[src/rtl/ara_pkg.sv]
// rtl/ara_pkg.sv - shared vector-unit types and index helpers for the result queue
package ara_pkg;

    localparam int unsigned ELEN    = 64;
    localparam int unsigned VADDR_W = 32;
    localparam int unsigned VID_W   = 3;

    typedef logic [ELEN-1:0]    elen_t;
    typedef logic [ELEN/8-1:0]  strb_t;
    typedef logic [VADDR_W-1:0] vaddr_t;
    typedef logic [VID_W-1:0]   vid_t;

    typedef struct packed {
        elen_t  data;
        vaddr_t addr;
        strb_t  be;
        vid_t   id;
    } result_queue_entry_t;

    // Bits needed to index num_idx values; never less than one bit.
    function automatic int unsigned idx_width(input int unsigned num_idx);
        int unsigned w;
        w = 1;
        while ((32'd1 << w) < num_idx) begin
            w = w + 1;
        end
        return w;
    endfunction

endpackage

[src/rtl/fifo_v3.sv]
// rtl/fifo_v3.sv - circular-buffer FIFO with occupancy count, synchronous flush and optional fall-through
module fifo_v3 import ara_pkg::*; #(
    parameter bit           FALL_THROUGH = 1'b0,
    parameter int unsigned  DEPTH        = 2,
    parameter type          dtype        = logic,
    localparam int unsigned AddrW        = idx_width(DEPTH),
    localparam int unsigned CntW         = idx_width(DEPTH + 1)
) (
    input  logic            clk_i,
    input  logic            rst_ni,
    input  logic            flush_i,
    output logic            full_o,
    output logic            empty_o,
    output logic [CntW-1:0] usage_o,
    input  dtype            data_i,
    input  logic            push_i,
    output dtype            data_o,
    input  logic            pop_i
);

    dtype             mem_q [DEPTH];
    dtype             mem_d [DEPTH];
    logic [AddrW-1:0] rd_ptr_q, rd_ptr_d;
    logic [AddrW-1:0] wr_ptr_q, wr_ptr_d;
    logic [CntW-1:0]  cnt_q, cnt_d;
    logic             do_push, do_pop, bypass;

    function automatic logic [AddrW-1:0] next_ptr(input logic [AddrW-1:0] ptr);
        return (ptr == AddrW'(DEPTH - 1)) ? '0 : ptr + AddrW'(1);
    endfunction

    assign full_o  = (cnt_q == CntW'(DEPTH));
    assign usage_o = cnt_q;

    always_comb begin
        // In fall-through mode an empty FIFO forwards data_i straight to the head.
        bypass   = FALL_THROUGH && (cnt_q == '0) && push_i;
        do_push  = push_i && !full_o && !flush_i && !(bypass && pop_i);
        do_pop   = pop_i && (cnt_q != '0) && !flush_i;
        empty_o  = (cnt_q == '0) && !bypass;
        data_o   = bypass ? data_i : mem_q[rd_ptr_q];
        mem_d    = mem_q;
        rd_ptr_d = rd_ptr_q;
        wr_ptr_d = wr_ptr_q;
        cnt_d    = cnt_q;
        if (flush_i) begin
            rd_ptr_d = '0;
            wr_ptr_d = '0;
            cnt_d    = '0;
        end else begin
            if (do_push) begin
                mem_d[wr_ptr_q] = data_i;
                wr_ptr_d        = next_ptr(wr_ptr_q);
            end
            if (do_pop) begin
                rd_ptr_d = next_ptr(rd_ptr_q);
            end
            case ({do_push, do_pop})
                2'b10:   cnt_d = cnt_q + CntW'(1);
                2'b01:   cnt_d = cnt_q - CntW'(1);
                default: cnt_d = cnt_q;
            endcase
        end
    end

    always_ff @(posedge clk_i or negedge rst_ni) begin
        if (!rst_ni) begin
            rd_ptr_q <= '0;
            wr_ptr_q <= '0;
            cnt_q    <= '0;
            mem_q    <= '{default: '0};
        end else begin
            rd_ptr_q <= rd_ptr_d;
            wr_ptr_q <= wr_ptr_d;
            cnt_q    <= cnt_d;
            mem_q    <= mem_d;
        end
    end

endmodule

[src/rtl/vfu_result_queue.sv]
// rtl/vfu_result_queue.sv - buffers VFU results and presents them to the VRF write arbiter in order
module vfu_result_queue import ara_pkg::*; #(
    parameter int unsigned  NrLanes      = 0,
    parameter int unsigned  DataBufDepth = 2,
    localparam int unsigned PendW        = idx_width(DataBufDepth + 1)
) (
    input  logic             clk_i,
    input  logic             rst_ni,
    input  logic             flush_i,
    input  elen_t            result_i,
    input  vaddr_t           result_addr_i,
    input  strb_t            result_be_i,
    input  vid_t             result_id_i,
    input  logic             result_valid_i,
    output logic             result_ready_o,
    output logic             wbk_req_o,
    output vaddr_t           wbk_addr_o,
    output elen_t            wbk_data_o,
    output strb_t            wbk_be_o,
    output vid_t             wbk_id_o,
    input  logic             wbk_gnt_i,
    output logic             result_final_gnt_o,
    output logic [PendW-1:0] pending_o
);

    result_queue_entry_t push_entry;
    result_queue_entry_t head_entry;
    logic                full, empty, push, pop;
    logic                final_gnt_q, final_gnt_d;

    if (DataBufDepth < 1 || DataBufDepth > 8 || NrLanes > 64) begin : g_param_check
        $error("vfu_result_queue: DataBufDepth must be 1..8 and NrLanes at most 64");
    end

    assign push_entry = '{data: result_i, addr: result_addr_i, be: result_be_i, id: result_id_i};

    // Ready and request derive only from the registered occupancy, never from gnt or valid.
    assign result_ready_o = !full;
    assign wbk_req_o      = !empty;
    assign push           = result_valid_i && result_ready_o;
    assign pop            = wbk_req_o && wbk_gnt_i;

    fifo_v3 #(
        .FALL_THROUGH (1'b0),
        .DEPTH        (DataBufDepth),
        .dtype        (result_queue_entry_t)
    ) i_result_fifo (
        .clk_i   (clk_i),
        .rst_ni  (rst_ni),
        .flush_i (flush_i),
        .full_o  (full),
        .empty_o (empty),
        .usage_o (pending_o),
        .data_i  (push_entry),
        .push_i  (push),
        .data_o  (head_entry),
        .pop_i   (pop)
    );

    assign wbk_addr_o = head_entry.addr;
    assign wbk_data_o = head_entry.data;
    assign wbk_be_o   = head_entry.be;
    assign wbk_id_o   = head_entry.id;

    // A grant landing together with a flush is discarded, so it earns no final grant.
    always_comb begin
        final_gnt_d = pop && !flush_i;
    end

    always_ff @(posedge clk_i or negedge rst_ni) begin
        if (!rst_ni) begin
            final_gnt_q <= 1'b0;
        end else begin
            final_gnt_q <= final_gnt_d;
        end
    end

    assign result_final_gnt_o = final_gnt_q;

endmodule

[config.mk]
export PLATFORM = sky130hd
export DESIGN_NAME = vfu_result_queue
export DESIGN_NICKNAME = d
export VERILOG_FILES = /design/src/rtl/ara_pkg.sv /design/src/rtl/fifo_v3.sv /design/src/rtl/vfu_result_queue.sv
export SDC_FILE = /design/constraint.sdc
export NUM_CORES = 1
export LEC_CHECK = 0
export CAP_MARGIN = 20
export CORE_ASPECT_RATIO = 2
export CORE_UTILIZATION = 25
export CTS_CLUSTER_SIZE = 8
export DETAILED_ROUTE_END_ITERATION = 7
export DONT_BUFFER_PORTS = 1
export PLACE_DENSITY = 0.45
export SETUP_SLACK_MARGIN = 0.3
export SYNTH_ARGS = -nofsm -noshare
export SYNTH_HDL_FRONTEND = slang
export SYNTH_HIERARCHICAL = 1
export SYNTH_SLANG_ARGS = --single-unit
[constraint.sdc]
create_clock -name clk_i -period 6.6 [get_ports clk_i]
set_clock_uncertainty 0.05 [all_clocks]
set_input_delay 1.65 -clock clk_i [delete_from_list [all_inputs] [get_ports clk_i]]
set_output_delay 1.65 -clock clk_i [all_outputs]
set_load 0.01 [all_outputs]
-- Word level (Yosys, flattened, before mapping)
Index checks and enable logic that the tools add are counted.
- $add $sub $neg: 4
- order comparisons: 3
- equal/unequal tests: 3
- mux-type cells: 14
- bitwise logic cells: 3
- reductions and logical operators: 17
- operators with widths (cell ; number):
    two-way mux 107 bit ; 4
    bitwise mux 214 bit ; 1
    demux 107 bit (select 1 bit) ; 1
    logical AND 1 bit ; 8
    two-way mux 1 bit ; 6
    nonzero test 2 bit ; 3
    equality test 2 bit, second input constant ; 2
    greater-or-equal comparator 2 bit, second input constant ; 2
    inverter 1 -> 2 bit ; 2
    one-hot mux 2 bit (2 select lines) ; 1
    zero test 1 bit ; 3
    nonzero test 3 bit ; 1
    adder 1 bit, second input constant ; 2
    adder 2 x 1 -> 2 bit, second input constant ; 1
    equality test 2 x 1 -> 1 bit, second input constant ; 1
    zero test 2 bit ; 1
    less-than comparator 2 x 1 -> 1 bit, second input constant ; 1
    two-way mux 2 bit ; 1
    AND reduction 2 bit ; 1
    subtractor 2 x 1 -> 2 bit, second input constant ; 1
    inverter 1 bit ; 1
- bits in registers: 219
- input bits: 112
- output and inout port bits: 112
- logic and storage cells: 56

-- Longest topological paths before layout
- depth after elaboration: 8
- depth in mapped cells: 8
- depth with buffers taken out: 6

-- Modules after synthesis
The synthesis kept the hierarchy.
- by module, submodules not included (module ; times used ; cells an instance ; area an instance (sq um) ; seq. area each (sq um)):
    fifo_v3 ; 1 ; 595 ; 9382.7 ; 5455.2
    vfu_result_queue ; 1 ; 6 ; 57.6 ; 25.0

-- Worst setup path before layout
Ideal clock, no wire load.
- kind: input to register
- from: in result_valid_i
- to: reg i_result_fifo/mem_q[134] in the netlist's numbering
- setup time: 0.128 ns
- arrival: 3.184 ns
- data required time: 6.422 ns
- slack: 3.238 ns
- stages: 6
- path buffers: 2
- path through: nor2b_1 inv_2 nor4_4 buf_2 buf_4 mux2_1
- longest elaborated chain between the ends: 4
- ends and longest elaborated chain (element ; RTL line ; source):
    start: declaration ; vfu_result_queue.sv:14 ; input logic result_valid_i,
    logical AND 1 bit ; vfu_result_queue.sv:40 ; assign push = result_valid_i && result_ready_o;
    logical AND 1 bit (2 in series) ; fifo_v3.sv:38 ; do_push = push_i && !full_o && !flush_i && !(bypass && pop_i);
    AND reduction 2 bit (no source line) ; -- ;
    end signal: assignment ; fifo_v3.sv:76 ; mem_q <= mem_d;
    end: declaration ; fifo_v3.sv:21 ; dtype mem_q [DEPTH];
Every way passes these cells.
A chain may end at the register's enable or synchronous reset.

-- Worst setup path after layout
- from: reg i_result_fifo.rd_ptr_q
- to: out wbk_addr_o[5]
- longest elaborated chain between the ends: 4
- ends and longest elaborated chain (element ; RTL line ; source):
    start: declaration ; fifo_v3.sv:23 ; logic [AddrW-1:0] rd_ptr_q, rd_ptr_d;
    start signal: assignment ; fifo_v3.sv:73 ; rd_ptr_q <= rd_ptr_d;
    inverter 1 -> 2 bit (not written as such) ; fifo_v3.sv:41 ; data_o = bypass ? data_i : mem_q[rd_ptr_q];
    two-way mux 107 bit (not written as such) (3 in series) ; fifo_v3.sv:41 ;
    end: declaration ; vfu_result_queue.sv:17 ; output vaddr_t wbk_addr_o,
Every way passes these cells. The select of a mux whose other input is x is not followed.

==> results.json <==
{
  "synth.top_cells.by_area": "dfrtp_1 58%, mux2_2 35%, mux2_1 3.6%, buf_2 1.2%, clkbuf_1 0.36%",
  "gp_congestion": 0.731,
  "portBuffers": 0,
  "floorplan.core_area_um2": 37200,
  "layout-area-overhead-vs-synth_pct": 13.3,
  "post-synth-top-count-cell": "mux2_2",
  "yosysWarningCount": 6,
  "finalCriticalPeriod_ps": 4450,
  "total_power_divided_by_cell_area_nw_per_um2": 404,
  "post_synth_num_cell_types": 25,
  "chip_width_um": 139,
  "synth_nets": 713,
  "post_cts_buffers": 0,
  "detailed_place_hpwl_um": 14300,
  "final_layout_size_suffix_gt1_share_pct": 55.4,
  "cts_htree_levels": 1,
  "use_met1_pct": 10.5,
  "pin_count": 224,
  "cts_tree": "done",
  "drt-vias-per-instance": 4.67,
  "maximum_clock_path_buffer_count": 3,
  "maxSlewViolCount": 0,
  "rows": 100,
  "clock_tree.root_cell": "clkbuf_16",
  "nNetsFinal": 717,
  "global_route.usage.met2_pct": 21.7,
  "pre_cts_slack_ps": 2550,
  "top_usage_layer": "met2",
  "worstPathRequired_ps": 4900,
  "synth-edff-count": 0,
  "drc": 0,
  "detailedRoute.firstPassIterationCount": 4,
  "numCtsBuffers": 31,
  "clk_pin_slew_worst_paths_ps": 60,
  "worstSetupStartpointType": "register",
  "postSynth.topFlopCell": "dfrtp_1",
  "timing.final.crit_share_pct": 67.4,
  "grt_usage_pct": 11.4,
  "endpoint_kind": "output port",
  "timing.max_cap.violations": 0,
  "first_global_vias": 5669,
  "drt_iter0_drc": 101,
  "leakage_power_figure_nw": 4.38,
  "die_h_um": 277,
  "synthesis.instances": 601,
  "vias": 4972,
  "timing_hold_violations_final": 0,
  "crit_type": "reg -> out",
  "postSynthRegisterBits": 219,
  "effective_utilization_at_floorplan_pct": 25.4,
  "ys_top_cells_by_count": "291 x mux2_2, 219 x dfrtp_1, 30 x mux2_1",
  "antenna_violations_before_repair": 0,
  "critical_path.max_fanout": 69,
  "global_route.overflow_total": 0,
  "status": "complete, no violations",
  "ys_seq_area_share_pct": 58.1,
  "worst-slew-pin-transition_ps": 1160,
  "route.final.wire_length_um": 22000,
  "irDropWorstVdd_v": 0.000198,
  "setup_violations": 0,
  "synth.avg_cell_area_um2": 15.7,
  "routed_len_inst_um": 20.6,
  "postCtsResizedCells": 0,
  "postLayoutSetupSlackWorst_ps": 2150,
  "fin_tns_setup_ps": 0,
  "hold_buffers": 0,
  "worst-r2r-cell-count": 7,
  "die_area_um2": 38600,
  "num_antenna_cells": 0,
  "area_share_of_the_largest_cell_type_after_synthesis_pct": 58.1,
  "clock_sink_count": 219,
  "globalRouteMet3Util_pct": 3.11,
  "wire_length_of_the_first_global_routing_pass_um": 33700,
  "total_power_w": 0.00432,
  "grt_max_degree": 220,
  "hold_path_class": "reg -> reg",
  "crit_arrival_ps": 2750,
  "max_freq_mhz": 225,
  "netlist_area_um2": 9440,
  "timing.hold.worst_path_depth": 1,
  "ys_async_sr_fraction_pct": 100,
  "post-synth-top-area-cell": "dfrtp_1",
  "detail-route-antenna-nets": 0,
  "unrepaired_setup_endpoints_after_global_routing": "no",
  "insertion_delay_ps": 550,
  "max_slew_margin_pct": 22.9,
  "worst_hold_slack_after_final_layout_ps": 429
}
-- sequential cells by signal, indices dropped and copies added (netlist names) --
register	flops
i_result_fifo/mem_q	214
i_result_fifo/rd_ptr_q	1
i_result_fifo/usage_o	2
i_result_fifo/wr_ptr_q	1
result_final_gnt_o	1
-- path summary, 6_finish.rpt --
| kind | slack [ps] | end | from |
|---|---|---|---|
| max | 2150 | wbk_addr_o[5] | i_result_fifo/rd_ptr_q$_DFFE_PN0P_ |
| min reg2reg | 430 | i_result_fifo/mem_q[146]$_DFFE_PN0P_ | i_result_fifo/mem_q[146]$_DFFE_PN0P_ |
| max in group asynchronous | 5350 | i_result_fifo/mem_q[113]$_DFFE_PN0P_ | rst_ni |
| min | 430 | i_result_fifo/mem_q[146]$_DFFE_PN0P_ | i_result_fifo/mem_q[146]$_DFFE_PN0P_ |
| max reg2reg | 3360 | i_result_fifo/mem_q[136]$_DFFE_PN0P_ | i_result_fifo/usage_o[0]$_DFFE_PN0P_ |
| min in group asynchronous | 750 | i_result_fifo/mem_q[53]$_DFFE_PN0P_ | rst_ni |
-- cell type report --
type	instances	area, um^2
well taps	459	574
multi-input cells	343	3770
clock inverters	1	7.51
repair buffers	6	65.1
inverters	4	15.0
fillers	3737	26500
clock buffers	32	779
flip-flops and latches	219	5480
-- cells in the final DEF (no fill, tap or decap) --
master | synthesis | routed
inv_1 | 2 | 2
nor4_4 | 1 | 1
mux2_2 | 291 | 291
nand4b_1 | 1 | 1
or3_1 | 1 | 1
nand3b_1 | 1 | 1
clkbuf_1 | 9 | 1
o211ai_1 | 1 | 1
clkbuf_16 | 0 | 31
a21oi_1 | 4 | 4
mux2i_1 | 1 | 1
buf_16 | 0 | 1
clkinvlp_4 | 0 | 1
nor3b_1 | 1 | 1
nor2b_1 | 2 | 2
buf_4 | 3 | 5
dfrtp_1 | 219 | 218
o21ai_0 | 2 | 2
dfrtp_4 | 0 | 1
xor2_1 | 1 | 1
nor2_1 | 2 | 2
nand2b_1 | 1 | 1
mux2_1 | 30 | 30
inv_2 | 2 | 2
or2_2 | 1 | 1
nor3b_2 | 1 | 1
a21o_1 | 1 | 1
-- power by group --
group / leakage (nW) / internal [W] / switching [W]
combinational: 1.38 / 0.000525 / 0.000401
sequential: 2.61 / 0.00180 / 0.000235
clock: 0.383 / 0.000813 / 0.000542
-- kinds of logic (layout without fill, tap and decap cells) --
| group | count (synthesis) | count (layout) | share of synthesized area [%] |
|---|---|---|---|
| simple gates | 12 | 12 | 1.02 |
| buf+inv | 39 | 43 | 1.96 |
| xor+xnor | 1 | 1 | 0.0928 |
| flops | 219 | 219 | 58.1 |
| compound gates | 8 | 8 | 0.477 |
| mux | 322 | 322 | 38.4 |
-- worst max-delay path, stage by stage, from the launching register on --
cell and delay, ps:
dfrtp_4 1070, buf_4 610, mux2_2 460
-- metrics by stage --
stage / utilization [%] / area (um^2) / cells
CTS: 28.7 / 10700 / 1063
floorplan: - / 9440 / 601
detailed placement: 26.6 / 9890 / 1030
global placement: 26.6 / 9890 / 1030
finish: 28.8 / 10700 / 1064
global route: 28.8 / 10700 / 1064
-- routing by layer --
layer	share of wire, %	wire (um)
met1	31	6870
met2	56	12200
met3	7.3	1590
met4	5.7	1240
met5	0	0
No activity file was read; power rests on OpenSTA's default activity.
